==> src/rtl/expr_pkg.sv <==
// ---------------------------------------------------------------------------
// expr_pkg
// Shared definitions for the floating-point expression custom instruction:
// the controller state encoding and the default width/latency constants.
// ---------------------------------------------------------------------------
package expr_pkg;

    // Controller states
    typedef enum logic [1:0] {
        IDLE = 2'd0,
        RUN  = 2'd1,
        DONE = 2'd2
    } state_e;

    localparam int EXPR_DW      = 32;
    localparam int EXPR_LATENCY = 56;

    // Width and ceiling of the dropped-start counter
    localparam int          DROP_W   = 8;
    localparam logic [7:0]  DROP_MAX = 8'hFF;

endpackage : expr_pkg

==> src/rtl/expr_ci_ctrl_if.sv <==
// ---------------------------------------------------------------------------
// expr_ci_ctrl_if
// Bundles the Nios II multi-cycle custom-instruction handshake together with
// the datapath-facing operand/result pair and the status outputs.
//   clk_en, start, dataa : CPU -> controller
//   done, result         : controller -> CPU
//   busy, drop_cnt       : controller status
//   dp_x                 : controller -> datapath operand
//   dp_result            : datapath -> controller result
// Modport slave is the controller; master is the CPU/datapath side.
// ---------------------------------------------------------------------------
interface expr_ci_ctrl_if
    import expr_pkg::*;
#(
    parameter int DW = EXPR_DW
);
    logic              clk_en;
    logic              start;
    logic [DW-1:0]     dataa;
    logic              done;
    logic [DW-1:0]     result;
    logic              busy;
    logic [DW-1:0]     dp_x;
    logic [DW-1:0]     dp_result;
    logic [DROP_W-1:0] drop_cnt;

    modport slave (
        input  clk_en, start, dataa, dp_result,
        output done, result, busy, dp_x, drop_cnt
    );

    modport master (
        output clk_en, start, dataa, dp_result,
        input  done, result, busy, dp_x, drop_cnt
    );

endinterface : expr_ci_ctrl_if

==> src/rtl/expr_ci_ctrl.sv <==
// ---------------------------------------------------------------------------
// expr_ci_ctrl
// CPU-facing responder for the fixed-latency expression datapath. Latches the
// operand onto dp_x when a start is accepted, keeps it stable while the
// unpipelined datapath settles, counts LATENCY clock-enabled edges, captures
// dp_result and pulses done for one clock-enabled cycle.
// Ports:
//   clk   : system clock
//   reset : synchronous active-high reset (overrides clk_en)
//   bus   : expr_ci_ctrl_if.slave handshake / datapath / status bundle
// ---------------------------------------------------------------------------
module expr_ci_ctrl
    import expr_pkg::*;
#(
    parameter int DW      = EXPR_DW,
    parameter int LATENCY = EXPR_LATENCY
) (
    input  logic           clk,
    input  logic           reset,
    expr_ci_ctrl_if.slave  bus
);

    localparam int CNT_W = $clog2(LATENCY + 1);

    // A zero latency would leave no settle time between dp_x and capture
    if (LATENCY < 1) begin : g_bad_latency
        $error("expr_ci_ctrl: LATENCY must be >= 1");
    end

    state_e            state_q,  state_d;
    logic [CNT_W-1:0]  cnt_q,    cnt_d;
    logic [DW-1:0]     dp_x_q,   dp_x_d;
    logic [DW-1:0]     result_q, result_d;
    logic              done_q,   done_d;
    logic              busy_q;
    logic [DROP_W-1:0] drop_q,   drop_d;

    // Next-state and datapath-register update; everything holds when clk_en is low
    always_comb begin
        state_d  = state_q;
        cnt_d    = cnt_q;
        dp_x_d   = dp_x_q;
        result_d = result_q;
        done_d   = done_q;
        drop_d   = drop_q;

        if (bus.clk_en) begin
            case (state_q)
                IDLE: begin
                    done_d = 1'b0;
                    if (bus.start) begin
                        dp_x_d  = bus.dataa;
                        cnt_d   = CNT_W'(LATENCY);
                        state_d = RUN;
                    end else begin
                        state_d = IDLE;
                    end
                end
                RUN: begin
                    done_d = 1'b0;
                    // Starts arriving mid-operation are discarded but tallied
                    if (bus.start && (drop_q != DROP_MAX)) begin
                        drop_d = drop_q + 8'd1;
                    end else begin
                        drop_d = drop_q;
                    end
                    if (cnt_q != {CNT_W{1'b0}}) begin
                        cnt_d = cnt_q - CNT_W'(1);
                    end else begin
                        result_d = bus.dp_result;
                        done_d   = 1'b1;
                        state_d  = DONE;
                    end
                end
                DONE: begin
                    done_d = 1'b0;
                    // A start during the done cycle reissues without an IDLE gap
                    if (bus.start) begin
                        dp_x_d  = bus.dataa;
                        cnt_d   = CNT_W'(LATENCY);
                        state_d = RUN;
                    end else begin
                        state_d = IDLE;
                    end
                end
                default: begin
                    done_d  = 1'b0;
                    state_d = IDLE;
                end
            endcase
        end else begin
            state_d = state_q;
        end
    end

    // State and output registers with synchronous reset
    always_ff @(posedge clk) begin
        if (reset) begin
            state_q  <= IDLE;
            cnt_q    <= {CNT_W{1'b0}};
            dp_x_q   <= {DW{1'b0}};
            result_q <= {DW{1'b0}};
            done_q   <= 1'b0;
            busy_q   <= 1'b0;
            drop_q   <= {DROP_W{1'b0}};
        end else begin
            state_q  <= state_d;
            cnt_q    <= cnt_d;
            dp_x_q   <= dp_x_d;
            result_q <= result_d;
            done_q   <= done_d;
            busy_q   <= (state_d == RUN);
            drop_q   <= drop_d;
        end
    end

    assign bus.done     = done_q;
    assign bus.result   = result_q;
    assign bus.busy     = busy_q;
    assign bus.dp_x     = dp_x_q;
    assign bus.drop_cnt = drop_q;

endmodule : expr_ci_ctrl

==> src/flat_wrapper.sv <==
// flat-port wrapper written by rule: the top's interface ports become plain ports
module expr_ci_ctrl_flat import expr_pkg::*;
#(
    parameter int DW      = EXPR_DW,
    parameter int LATENCY = EXPR_LATENCY
)
  (clk, reset, bus_clk_en, bus_start, bus_dataa, bus_dp_result, bus_done, bus_result, bus_busy, bus_dp_x, bus_drop_cnt);
  expr_ci_ctrl_if #(.DW(DW)) bus_i ();
  input  logic clk;
  input  logic reset;
  input wire logic [$bits(bus_i.clk_en)-1:0] bus_clk_en;
  input wire logic [$bits(bus_i.start)-1:0] bus_start;
  input wire logic [$bits(bus_i.dataa)-1:0] bus_dataa;
  input wire logic [$bits(bus_i.dp_result)-1:0] bus_dp_result;
  output wire logic [$bits(bus_i.done)-1:0] bus_done;
  output wire logic [$bits(bus_i.result)-1:0] bus_result;
  output wire logic [$bits(bus_i.busy)-1:0] bus_busy;
  output wire logic [$bits(bus_i.dp_x)-1:0] bus_dp_x;
  output wire logic [$bits(bus_i.drop_cnt)-1:0] bus_drop_cnt;
  assign bus_i.clk_en = bus_clk_en;
  assign bus_i.start = bus_start;
  assign bus_i.dataa = bus_dataa;
  assign bus_i.dp_result = bus_dp_result;
  assign bus_done = bus_i.done;
  assign bus_result = bus_i.result;
  assign bus_busy = bus_i.busy;
  assign bus_dp_x = bus_i.dp_x;
  assign bus_drop_cnt = bus_i.drop_cnt;
  expr_ci_ctrl #(.DW(DW), .LATENCY(LATENCY)) u_core (.clk(clk), .reset(reset), .bus(bus_i));
endmodule
==> config.mk <==
export PLATFORM = sky130hd
export DESIGN_NAME = expr_ci_ctrl_flat
export DESIGN_NICKNAME = d
export VERILOG_FILES = /design/src/rtl/expr_pkg.sv /design/src/rtl/expr_ci_ctrl_if.sv /design/src/rtl/expr_ci_ctrl.sv /design/src/flat_wrapper.sv
export SDC_FILE = /design/constraint.sdc
export NUM_CORES = 1
export LEC_CHECK = 0
export CORE_ASPECT_RATIO = 0.75
export CORE_MARGIN = 3
export CORE_UTILIZATION = 37
export DETAILED_ROUTE_END_ITERATION = 7
export GPL_ROUTABILITY_DRIVEN = 0
export GPL_TIMING_DRIVEN = 0
export PLACE_DENSITY = 0.85
export RECOVER_POWER = 50
export SLEW_MARGIN = 20
export SYNTH_ARGS = -nofsm -noshare
export SYNTH_HDL_FRONTEND = slang
export SYNTH_SLANG_ARGS = --single-unit
==> constraint.sdc <==
create_clock -name clk -period 2 [get_ports clk]
set_clock_uncertainty 0.2 [all_clocks]
set_input_delay 0.3 -clock clk [delete_from_list [all_inputs] [get_ports clk]]
set_output_delay 0.3 -clock clk [all_outputs]
set_load 0.1 [all_outputs]
==> out/qor.txt <==
Status = finished clean
Seq/Total Area, Yosys = 0.525
Hold_sp = reset
Number of remaining DRC errors = 0
Final Hold Vio Count = 0
CP required = 1.50 ns
Cell family with most CP delay = buffers and inverters
Initial Util = 0.388
PortBufs = 140
Die ar. = 0.00960 mm^2
DR WL/cell = 14.0 um
Grt total ovfl = 0
Met3 Use GR = 0.0621
WHS Endpoint = u_core.cnt_q[1]
Final Setup Violations = 0
Non-Filler Instances = 649
Post-cts hold buffer count = 0
Slew HR = 0.352
Time the worst path needs with I/O delays and setup = 1.96 ns
Power density over cell area = 885 mW/mm^2
Slew @ Worst Pin = 0.975 ns
Clock tree from TritonCTS = built
# placed instances = 629
Post-synth top area share = 0.525
Yosys Warn Count = 0
Global-route wire length before repair = 14700 um
TNS Setup = 0 ns
Synthesized Nets = 454
CP Class = reg2out
Largest net degree at the start of global routing = 16
Post-route ant nets = 0
GR peak layer = met2
Clk_lat worst skew = 0.33 ns
Reg2reg start = u_core.cnt_q[0]
Ant. Diodes = 0
Worst min path class = in2reg
Period utilisation layout = 0.979
CP Capture Type = output port
GRT Total Usage = 0.186
H-tree depth = 3
IO Count = 142
Internal reg-to-reg setup slack = 0.08 ns
# rows = 28
Final wirelength = 9090 um
RSZ-0062 raised after global routing = false
Avg Cell Area, Syn = 8.14 um^2
Worst flop-to-flop path endpoint = u_core.cnt_q[3]
Reported max-cap violation count = 0
Worst endpoint data arrival time = 1.46 ns
Crit-path slowest cell = clkdlybuf4s15_1
Synth top area cells = dfxtp_1 (53%), nand2_1 (16%), a21oi_1 (11%)
Util after Layout = 0.618
Largest area contributor in the netlist = dfxtp_1
Synth-to-layout area growth = 59.3%
Met2 Use GR = 0.327
Maximum clock rate = 511 MHz
Initial DRT Pass Iterations = 4
Nets = 609
Clock-pin slew on the worst setup and hold paths = 0.06 ns
GR Util met1 = 0.211
Crit path cell chain = clkdlybuf4s15_1
Initial DRC count = 115
CTS Root Buffer Type = clkbuf_16
Num CTS Buffers = 9
Worst R2R Path Depth = 7
Crit path buf inv count = 1
Max-slew violation count = 0
CTS Sinks = 82
Bufs on Longest Clock Path = 2
Leakage = 1.84 nW
Crit-path max FO = 1
Synth cell types = 39
Flop and latch count out of synthesis = 82
Layout cell share with drive strength beyond 1 = 0.230
Vias in the first global route = 3221
Peak supply drop = 0.553 mV
Core Footprint = 0.00806 mm^2
Die Wd = 112 um
Cells after synthesis = 384
CP startpoint kind = register
Mapped cell area = 0.00313 mm^2
CP peak stage delay = 0.83 ns
Most frequent cells in the layout = nand2_1 (130), dfxtp_1 (73), a21oi_1 (69)
Vias = 3199
Via-to-Cell Ratio = 4.93
Hold path cells = 2
Die height = 85.6 um
Post-DP HPWL = 6770 um
Most common cell after layout, fill and taps aside = nand2_1
Initial antenna violation count = 0
==> cells by family after synthesis <==
group                    synth area share
multiplexers                      0.00320
XOR/XNOR                           0.0112
flip-flops                          0.525
buffers and inverters              0.0420
adder cells (fa/ha/maj)           0.00800
AND/OR/NAND/NOR                     0.238
AO/OA/AOI/OAI                       0.173
==> where the power goes <==
part           switching (W)  internal [W]  total (W)
registers          0.0000490       0.00171    0.00176
logic               0.000660      0.000310   0.000970
clock network       0.000668       0.00101    0.00168
total                0.00138       0.00303    0.00441
==> layout make-up <==
class | count | area [um^2]
plain buffers | 24 | 120
clock buffers | 10 | 239
clock inverters | 6 | 72.6
fillers | 719 | 3080
inverters | 6 | 22.5
multi-input cells | 272 | 1370
flip-flops and latches | 82 | 1660
well taps | 105 | 131
repair buffers | 144 | 1370
==> cell usage after synthesis <==
cell         n
nand2_1    130
and2b_1      1
and3b_1      2
and4_1       1
a31oi_1      1
o2111ai_1    1
a211oi_1     2
nand4_1      4
clkbuf_1    14
a2111oi_0    1
buf_2        9
mux2i_1      1
o211ai_1     3
and3_1       2
buf_6        1
xnor2_1      1
nor3_2       1
dfxtp_1     82
o31ai_1      1
or3_1        4
a21oi_1     69
o311ai_0     1
a2111oi_4    1
or2_4        1
nor2_1      13
nand3b_1     1
and4b_1      1
o21ai_0      5
a2111oi_2    3
o21a_1       1
xor2_1       3
o21ai_1      1
a21boi_0     1
nand3_1      3
nor3b_1      2
nor3_1       5
ha_1         2
inv_1        6
nor2b_1      3
==> layer usage <==
metal  vias to the layer above  routed length, um
met4                         0                184
met5                         -                  0
met2                        96               4530
li1                       1599                  -
met3                        14                668
met1                      1490               3710
==> through the flow <==
stage | worst slack [ns] | hold slack (ns) | instance area (um^2) | power [W]
floorplan | 0.0356 | 0.236 | 3140 | 0.00245
global placement | -0.192 | 0.242 | 4670 | 0.00274
detailed placement | -0.245 | 0.246 | 4670 | 0.00276
CTS | 0.000234 | 0.113 | 5070 | 0.00444
global route | 0.0000242 | 0.134 | 4980 | 0.00458
finish | 0.0427 | 0.110 | 4980 | 0.00441
==> state kept, by name (all words and copies together), names as in the netlist <==
register / count
u_core.bus.busy: 1
u_core.bus.done: 1
u_core.bus.dp_x: 32
u_core.bus.drop_cnt: 8
u_core.bus.result: 32
u_core.cnt_q: 6
u_core.state_q: 2
==> how the worst max path moves through the flow <==
stage / startpoint / end / slack (ns) / depth (start not counted)
floorplan: u_core.cnt_q[0] / u_core.cnt_q[1] / 0.04 / 7
global placement: bus_start / u_core.cnt_q[1] / -0.19 / 6
detailed placement: bus_clk_en / u_core.bus.dp_x[1] / -0.24 / 6
CTS: u_core.bus.result[24] / bus_result[24] / 0.0002 / 1
global route: u_core.cnt_q[1] / u_core.cnt_q[5] / 0.00002 / 7
finish: u_core.bus.busy / bus_busy / 0.04 / 1
==> timing repair <==
action                                  4_1_cts  5_1_grt
endpoints found under the hold margin         0        0
endpoints found under the setup margin      109       75
buffers inserted                              1        3
pin swaps                                     1        2
resized for setup                           205       33
==> worst register-to-register path, cell delays in order (launching register included) <==
cell       delay [ns]
dfxtp_2          0.33
inv_1            0.06
ha_4             0.17
nor2b_2          0.17
and3b_1          0.19
buf_6            0.13
or2_4            0.28
a2111oi_2        0.29
(Power assumes the default switching activity.)
